File: src/rtl/bin_div_pkg.sv
// Shared arithmetic definitions for the divider/multiplier block set:
// default operand width and the divider's control-state encoding.
package bin_div_pkg;

   localparam int DEFAULT_WIDTH = 4;

   typedef enum logic [1:0] {
      ST_IDLE = 2'd0,
      ST_CALC = 2'd1,
      ST_DONE = 2'd2
   } state_t;

endpackage

File: src/rtl/bin_div_step.sv
// One restoring-division stage: trial-subtract the divisor from the shifted
// partial remainder and keep the difference only when no borrow occurs.
module bin_div_step
   import bin_div_pkg::*;
#(
   parameter int WIDTH = DEFAULT_WIDTH
) (
   input  logic [WIDTH-1:0] shifted_rem_i,
   input  logic [WIDTH-1:0] divisor_i,
   output logic [WIDTH-1:0] next_rem_o,
   output logic             q_bit_o
);

   // One extra bit so the borrow lands in trial[WIDTH].
   logic [WIDTH:0] trial;

   assign trial      = {1'b0, shifted_rem_i} - {1'b0, divisor_i};
   assign q_bit_o    = ~trial[WIDTH];
   assign next_rem_o = trial[WIDTH] ? shifted_rem_i : trial[WIDTH-1:0];

endmodule

File: src/rtl/bin_div.sv
// Sequential unsigned restoring divider: one quotient bit per clock,
// quotient/remainder presented with a one-cycle done pulse.
module bin_div
   import bin_div_pkg::*;
#(
   parameter int WIDTH = DEFAULT_WIDTH
) (
   input  logic             clk,
   input  logic             rst_n,
   input  logic             start,
   input  logic [WIDTH-1:0] dividend,
   input  logic [WIDTH-1:0] divisor,
   output logic             ready,
   output logic             busy,
   output logic             done,
   output logic [WIDTH-1:0] quotient,
   output logic [WIDTH-1:0] remainder,
   output logic             div_by_zero
);

   localparam int CW = $clog2(WIDTH);

   state_t           state_q, state_d;
   logic [WIDTH-1:0] dvd_q, dvd_d;
   logic [WIDTH-1:0] dvs_q, dvs_d;
   logic [WIDTH-1:0] rem_q, rem_d;
   logic [WIDTH-1:0] acc_q, acc_d;
   logic [CW-1:0]    cnt_q, cnt_d;
   logic [WIDTH-1:0] quo_q, quo_d;
   logic [WIDTH-1:0] rmd_q, rmd_d;
   logic             dbz_q, dbz_d;

   logic [WIDTH-1:0] step_shifted;
   logic [WIDTH-1:0] step_rem;
   logic             step_q;

   // The top bit of the partial remainder is always zero before a step,
   // so dropping it while shifting in the next dividend bit loses nothing.
   assign step_shifted = {rem_q[WIDTH-2:0], dvd_q[WIDTH-1]};

   bin_div_step #(
      .WIDTH(WIDTH)
   ) u_step (
      .shifted_rem_i(step_shifted),
      .divisor_i    (dvs_q),
      .next_rem_o   (step_rem),
      .q_bit_o      (step_q)
   );

   always_ff @(posedge clk or negedge rst_n) begin
      if (!rst_n) begin
         state_q <= ST_IDLE;
         dvd_q   <= '0;
         dvs_q   <= '0;
         rem_q   <= '0;
         acc_q   <= '0;
         cnt_q   <= '0;
         quo_q   <= '0;
         rmd_q   <= '0;
         dbz_q   <= 1'b0;
      end else begin
         state_q <= state_d;
         dvd_q   <= dvd_d;
         dvs_q   <= dvs_d;
         rem_q   <= rem_d;
         acc_q   <= acc_d;
         cnt_q   <= cnt_d;
         quo_q   <= quo_d;
         rmd_q   <= rmd_d;
         dbz_q   <= dbz_d;
      end
   end

   always_comb begin
      state_d = state_q;
      dvd_d   = dvd_q;
      dvs_d   = dvs_q;
      rem_d   = rem_q;
      acc_d   = acc_q;
      cnt_d   = cnt_q;
      quo_d   = quo_q;
      rmd_d   = rmd_q;
      dbz_d   = dbz_q;
      ready   = 1'b0;
      busy    = 1'b0;
      done    = 1'b0;

      case (state_q)
         ST_IDLE, ST_DONE: begin
            ready = 1'b1;
            done  = (state_q == ST_DONE);
            if (start) begin
               if (divisor == '0) begin
                  state_d = ST_DONE;
                  quo_d   = '1;
                  rmd_d   = dividend;
                  dbz_d   = 1'b1;
               end else begin
                  state_d = ST_CALC;
                  dvd_d   = dividend;
                  dvs_d   = divisor;
                  rem_d   = '0;
                  acc_d   = '0;
                  cnt_d   = CW'(WIDTH - 1);
               end
            end else begin
               state_d = ST_IDLE;
            end
         end

         ST_CALC: begin
            busy  = 1'b1;
            rem_d = step_rem;
            acc_d = {acc_q[WIDTH-2:0], step_q};
            dvd_d = {dvd_q[WIDTH-2:0], 1'b0};
            if (cnt_q == '0) begin
               state_d = ST_DONE;
               quo_d   = {acc_q[WIDTH-2:0], step_q};
               rmd_d   = step_rem;
               dbz_d   = 1'b0;
            end else begin
               cnt_d = cnt_q - CW'(1);
            end
         end

         default: begin
            state_d = ST_IDLE;
         end
      endcase
   end

   assign quotient    = quo_q;
   assign remainder   = rmd_q;
   assign div_by_zero = dbz_q;

endmodule
File: config.mk
export PLATFORM = sky130hd
export DESIGN_NAME = bin_div
export DESIGN_NICKNAME = d
export VERILOG_FILES = /design/src/rtl/bin_div_pkg.sv /design/src/rtl/bin_div_step.sv /design/src/rtl/bin_div.sv
export SDC_FILE = /design/constraint.sdc
export NUM_CORES = 1
export LEC_CHECK = 0
export CAP_MARGIN = 15
export CORE_MARGIN = 3
export CORE_UTILIZATION = 35
export DETAILED_ROUTE_END_ITERATION = 7
export PLACE_DENSITY = 0.58
export REMOVE_ABC_BUFFERS = 1
export SYNTH_ARGS = -nofsm -noshare
export SYNTH_HDL_FRONTEND = slang
export SYNTH_HIERARCHICAL = 1
export SYNTH_SLANG_ARGS = --single-unit
export TNS_END_PERCENT = 1
File: constraint.sdc
create_clock -name clk -period 2.2 [get_ports clk]
set_input_delay 0.55 -clock clk [delete_from_list [all_inputs] [get_ports clk]]
set_output_delay 0.55 -clock clk [all_outputs]
set_load 0.01 [all_outputs]
* Yosys cells after proc, flatten, opt, wreduce, memory -nomap -nowiden *
Index checks and enable logic that the tools add are counted.

storage, ports and cells
  bits in registers = 27
  bits of input ports = 11
  output and inout port bits = 12
  logic and storage cells = 60

cells by class
  add/subtract/negate cells = 2
  equality and inequality tests = 7
  muxes and demuxes = 31
  bitwise logic cells = 2
  reductions and logical operators = 9

operators by type and width
  operator               number
  $mux W4                9
  $pmux W4 S2            3
  $mux W2                6
  $pmux W3 S2            2
  $ne A2 B2 Y1 const B   5
  $pmux W2 S2            2
  $reduce_and A4 Y1      2
  $mux W1                6
  $mux W3                2
  $reduce_and A3 Y1      2
  $sub A4 B4 Y5          1
  $logic_not A2 Y1       2
  $logic_not A4 Y1       1
  $eq A2 B1 Y1 const B   1
  $eq A2 B2 Y1 const B   1
  $not A1 Y1             2
  $pmux W1 S2            1
  $reduce_bool A2 Y1     1
  $reduce_or A2 Y1       1
  $sub A2 B1 Y2 const B  1

* Longest topological paths before layout *
  depth in word-level cells = 4
  mapped depth = 11
  gate-level depth less buffers = 11

* Hierarchy *
Netlist, hierarchy kept.

modules (own cells, without submodules)
  module        times used  cells each  area each (µm²)  seq. area each (µm²)
  bin_div       1           117         1,282.5          675.6
  bin_div_step  1           28          211.5            0.0

* Worst setup path after synthesis *
OpenSTA, ideal clock, no wires.

  path kind = register -> register
  start point = reg dvd_q[3]
  end point = reg rem_q[1]
  library setup time = 0.120 ns
  arrival = 2.118 ns
  data required time = 2.080 ns
  slack = -0.039 ns
  cell stages (with the launch flop) = 11
  buffers on the path = 0
  period minus slack after synthesis = 2.239 ns
  cells stage by stage = dfrtp_1 -> inv_1 -> ha_1 -> inv_1 -> fa_1 -> a21o_1 -> a21oi_4 -> mux2_4 -> mux2i_1 -> nor2_1 -> a31o_2

between the ends
  cells in the longest elaborated chain, start to end = 3

RTL lines
  what                      line                source
  start: declaration        bin_div.sv:24       logic [WIDTH-1:0] dvd_q, dvd_d;
  start signal: assignment  bin_div.sv:63       dvd_q <= dvd_d;
  $sub A4 B4 Y5             bin_div_step.sv:17  assign trial = {1'b0, shifted_rem_i} - {1'b0, divisor_i};
  $mux W4                   bin_div_step.sv:19  assign next_rem_o = trial[WIDTH] ? shifted_rem_i : trial[WIDTH-1:0];
  via step_rem[1]           bin_div.sv:34       logic [WIDTH-1:0] step_rem;
  $pmux W3 S2               bin_div.sv:88       case (state_q)
  end signal: assignment    bin_div.sv:65       rem_q <= rem_d;
  end: declaration          bin_div.sv:26       logic [WIDTH-1:0] rem_q, rem_d;

The timed path passes the listed nets, and every way through them passes these cells.
A chain may end at the register's enable or synchronous reset.

* Worst setup path in the final report *
Same ends and word-level chain as after synthesis.

==> summary.json <==
{
  "synth_xor_area_frac": 0.01173,
  "report.final.hold_viol_count": 0,
  "drt_pass_1_iters": 4,
  "mapped_area_um2": 1494,
  "synth.area.top_cells": "dfrtp_1, mux2i_1, nor2_1",
  "antenna_cells_inserted": 0,
  "switching_share": 0.3913,
  "postSynth.asyncResetShare": 1.000,
  "via_to_cell_ratio": 5.176,
  "max_cap_violations": 0,
  "sequentialPowerShare": 0.319,
  "nFillCells": 371,
  "synth_ff_type": "dfrtp_1",
  "post_synth.cell_area_avg_um2": 10.30,
  "clock_tree.buffer_depth": 2,
  "finalWirelength_um": 3392,
  "synth-seq-cells": 27,
  "path_clk_slew_ns": 0.10,
  "setup_viol": 0,
  "boundaryPins": 23,
  "die_area_um2": 5088,
  "grt_pass1_wl_um": 5844,
  "worstPathRequired_ns": 2.37,
  "pwr-share-clk": 0.104,
  "max_clock_freq_mhz": 455.3,
  "slew_headroom": 0.6800,
  "run_status": "completed",
  "hold_path.class": "register to register",
  "clock_sinks": 27,
  "rows": 23,
  "timing.critical_path.arrival_ns": 2.37,
  "yosys-mux-area-fraction": 0.09966,
  "final_layout_size_suffix_gt1_frac": 0.2131,
  "synthAdderAreaFrac": 0.05528,
  "dp_hpwl_um": 2698,
  "power.density_cell_area_nw_per_um2": 1479,
  "synth_enable_flop_cells": 0,
  "synth_area_leader_cell": "dfrtp_1",
  "effective_utilization_at_floorplan": 0.3682,
  "clock_skew_ns": 0.002803,
  "power_frac_comb": 0.577,
  "core-area_um2": 4058,
  "ys_seq_area_frac": 0.4523,
  "vdd.ir_drop.worst_mv": 0.4503,
  "p_switching_uw": 1121,
  "drc_errors": 0,
  "placement.setup.worst_slack_ns": -0.01884,
  "timing.critical_path.from_type": "register",
  "leakage_uw": 0.0008913,
  "final_min_period_over_clock_period": 0.9984,
  "clock-root-buffer": "clkbuf_8",
  "gpl.final_weighted_congestion": 0.7796,
  "worst_hold_slack_ns": 0.4818,
  "worstSetupPathType": "register to register",
  "synth-compound-area-share": 0.1977,
  "synth_top_family_by_area": "compound AO/OA/AOI/OAI gates",
  "first_global_vias": 1222,
  "port-buffer-count": 22,
  "total_cts_buffers": 3,
  "grt_setup_unrepaired": "yes",
  "timing.critical_path.to_type": "register",
  "post-cts-setup-buffers": 0,
  "die-height_um": 71.33,
  "grt_start_max_net_pins": 28,
  "timing.critical_path.fanout_max": 3,
  "via_total_after_detailed_routing": 1206,
  "timing.final.crit_period_ns": 2.196,
  "syn2layout_area_growth_pct": 29.73,
  "finalWorstSetupSlack_ns": 0.003573,
  "drt.antenna.violating_nets": 0,
  "post_drt_wl_per_cell_um": 14.56,
  "yosysUniqueCellTypes": 39,
  "cts_tree": "built",
  "cts-htree-levels": 1,
  "drv_slew": 0,
  "die_w_um": 71.33,
  "ys_warn_count": 6,
  "drt_iter0_markers": 53,
  "timing_worst_slew_pin_value_ns": 0.4789,
  "overflow": 0,
  "yosys.area_share.simple": 0.1365,
  "post_synth_inst_count": 145,
  "antenna_found_initial": 0,
  "nNetsFinal": 201,
  "cell_internal_power_uw": 1744,
  "synth_top_area_share": 0.4523,
  "track_usage": 0.1422,
  "clock_insertion_delay_worst_skew_ns": 0.27
}
routing by layer:
| layer | vias to the layer above | global-route usage | part of all wire |
|---|---|---|---|
| met2 | 22 | 0.2398 | 0.49 |
| li1 | 591 | - | - |
| met3 | 4 | 0.02104 | 0.036 |
| met4 | 0 | 0.03132 | 0.0080 |
| met5 | - | 0 | 0 |
| met1 | 589 | 0.1936 | 0.46 |
synth_stat cells (2+ instances only):
| cell | n |
|---|---|
| xnor2_1 | 2 |
| nor2b_1 | 2 |
| dfrtp_1 | 27 |
| ha_1 | 5 |
| mux2_2 | 3 |
| a21oi_1 | 11 |
| nand2_1 | 8 |
| a22oi_1 | 4 |
| inv_1 | 12 |
| a31o_2 | 6 |
| mux2i_1 | 10 |
| buf_2 | 2 |
| a221o_1 | 3 |
| and3_1 | 3 |
| nor2_1 | 17 |
| clkbuf_1 | 4 |
| o21ai_0 | 3 |
| a21o_1 | 2 |
power groups by stage:
stage,Combinational [uW],Clock [uW],Sequential [uW]
after global routing,1830,329,948
after CTS,1660,302,917
after global placement,1590,0,915
after detailed placement,1650,0,929
after floorplan,999,0,941
final,1650,298,913
state kept, by name, indices dropped and copies added (netlist names):
signal       count
state_q          2
rem_q            3
dvd_q            4
quotient         4
dvs_q            4
remainder        4
cnt_q            2
acc_q            3
div_by_zero      1
critical path, cell delays in order (launching register included):
cell and delay, ns:
dfrtp_1 0.39, inv_1 0.06, ha_1 0.14, inv_1 0.06
fa_2 0.34, a21o_1 0.22, a21oi_4 0.19, mux2_4 0.32
mux2i_1 0.13, nor2_1 0.05, a31o_2 0.21
layout by cell type, fill, tap and decap left out, types with 2 or more instances in the layout:
master	count
a22oi_1	4
and3_1	3
nor2_1	17
dfrtp_1	27
inv_1	12
ha_1	5
o21ai_1	3
nor2b_1	2
mux2_2	3
nand2_1	8
a21o_1	2
xnor2_1	2
a31o_2	6
a221o_1	3
mux2i_1	10
a21oi_1	11
clkdlybuf4s50_1	22
buf_4	18
clkbuf_8	3
repair_timing:
item                                    CTS  global route
endpoints found under the setup margin    3             6
hold buffers                              0             0
gates resized for setup                   0             3
pin swaps                                 2             2
layout make-up:
| cell class | instances | area (um2) | share of cell area |
|---|---|---|---|
| clock buffers | 3 | 41.29 | 0.02130 |
| clock inverters | 1 | 7.507 | 0.003873 |
| inverters | 12 | 45.04 | 0.02324 |
| multi-input cells | 100 | 750.7 | 0.3873 |
| flip-flops and latches | 27 | 675.6 | 0.3486 |
| well taps | 50 | 62.56 | 0.03228 |
| repair buffers | 40 | 355.3 | 0.1833 |
through the flow:
step / TNS [ns] / total power (uW) / utilization / cell area, um2 / instances
after floorplan: -0.05191 / 1939 / - / 1469 / 139
after global placement: 0 / 2503 / 0.4650 / 1887 / 229
after detailed placement: -0.01884 / 2578 / 0.4650 / 1887 / 229
after CTS: 0 / 2874 / 0.4770 / 1936 / 233
after global routing: -0.2265 / 3104 / 0.4776 / 1938 / 233
final: 0 / 2866 / 0.4776 / 1938 / 233
final timing paths:
kind / from / endpoint / slack [ns] / cells past startpoint
max: dvd_q[3]$_DFFE_PN0P_ / rem_q[1]$_DFFE_PN0P_ / 0.004 / 10
min: cnt_q[0]$_DFFE_PN0P_ / cnt_q[0]$_DFFE_PN0P_ / 0.48 / 1
max reg2reg: dvd_q[3]$_DFFE_PN0P_ / rem_q[1]$_DFFE_PN0P_ / 0.004 / 10
min reg2reg: cnt_q[0]$_DFFE_PN0P_ / cnt_q[0]$_DFFE_PN0P_ / 0.48 / 1
max in group asynchronous: rst_n / cnt_q[0]$_DFFE_PN0P_ / 1.30 / 2
min in group asynchronous: rst_n / quotient[3]$_DFFE_PN0P_ / 0.64 / 2
kinds of logic (layout without fill, tap and decap cells):
group | after synthesis | count (layout)
fa+ha+maj | 6 | 6
mux | 14 | 14
compound gates | 38 | 38
flops | 27 | 27
xor+xnor | 2 | 2
simple gates | 40 | 40
buf+inv | 18 | 56
Note: power is estimated with default switching activity, not from simulation.
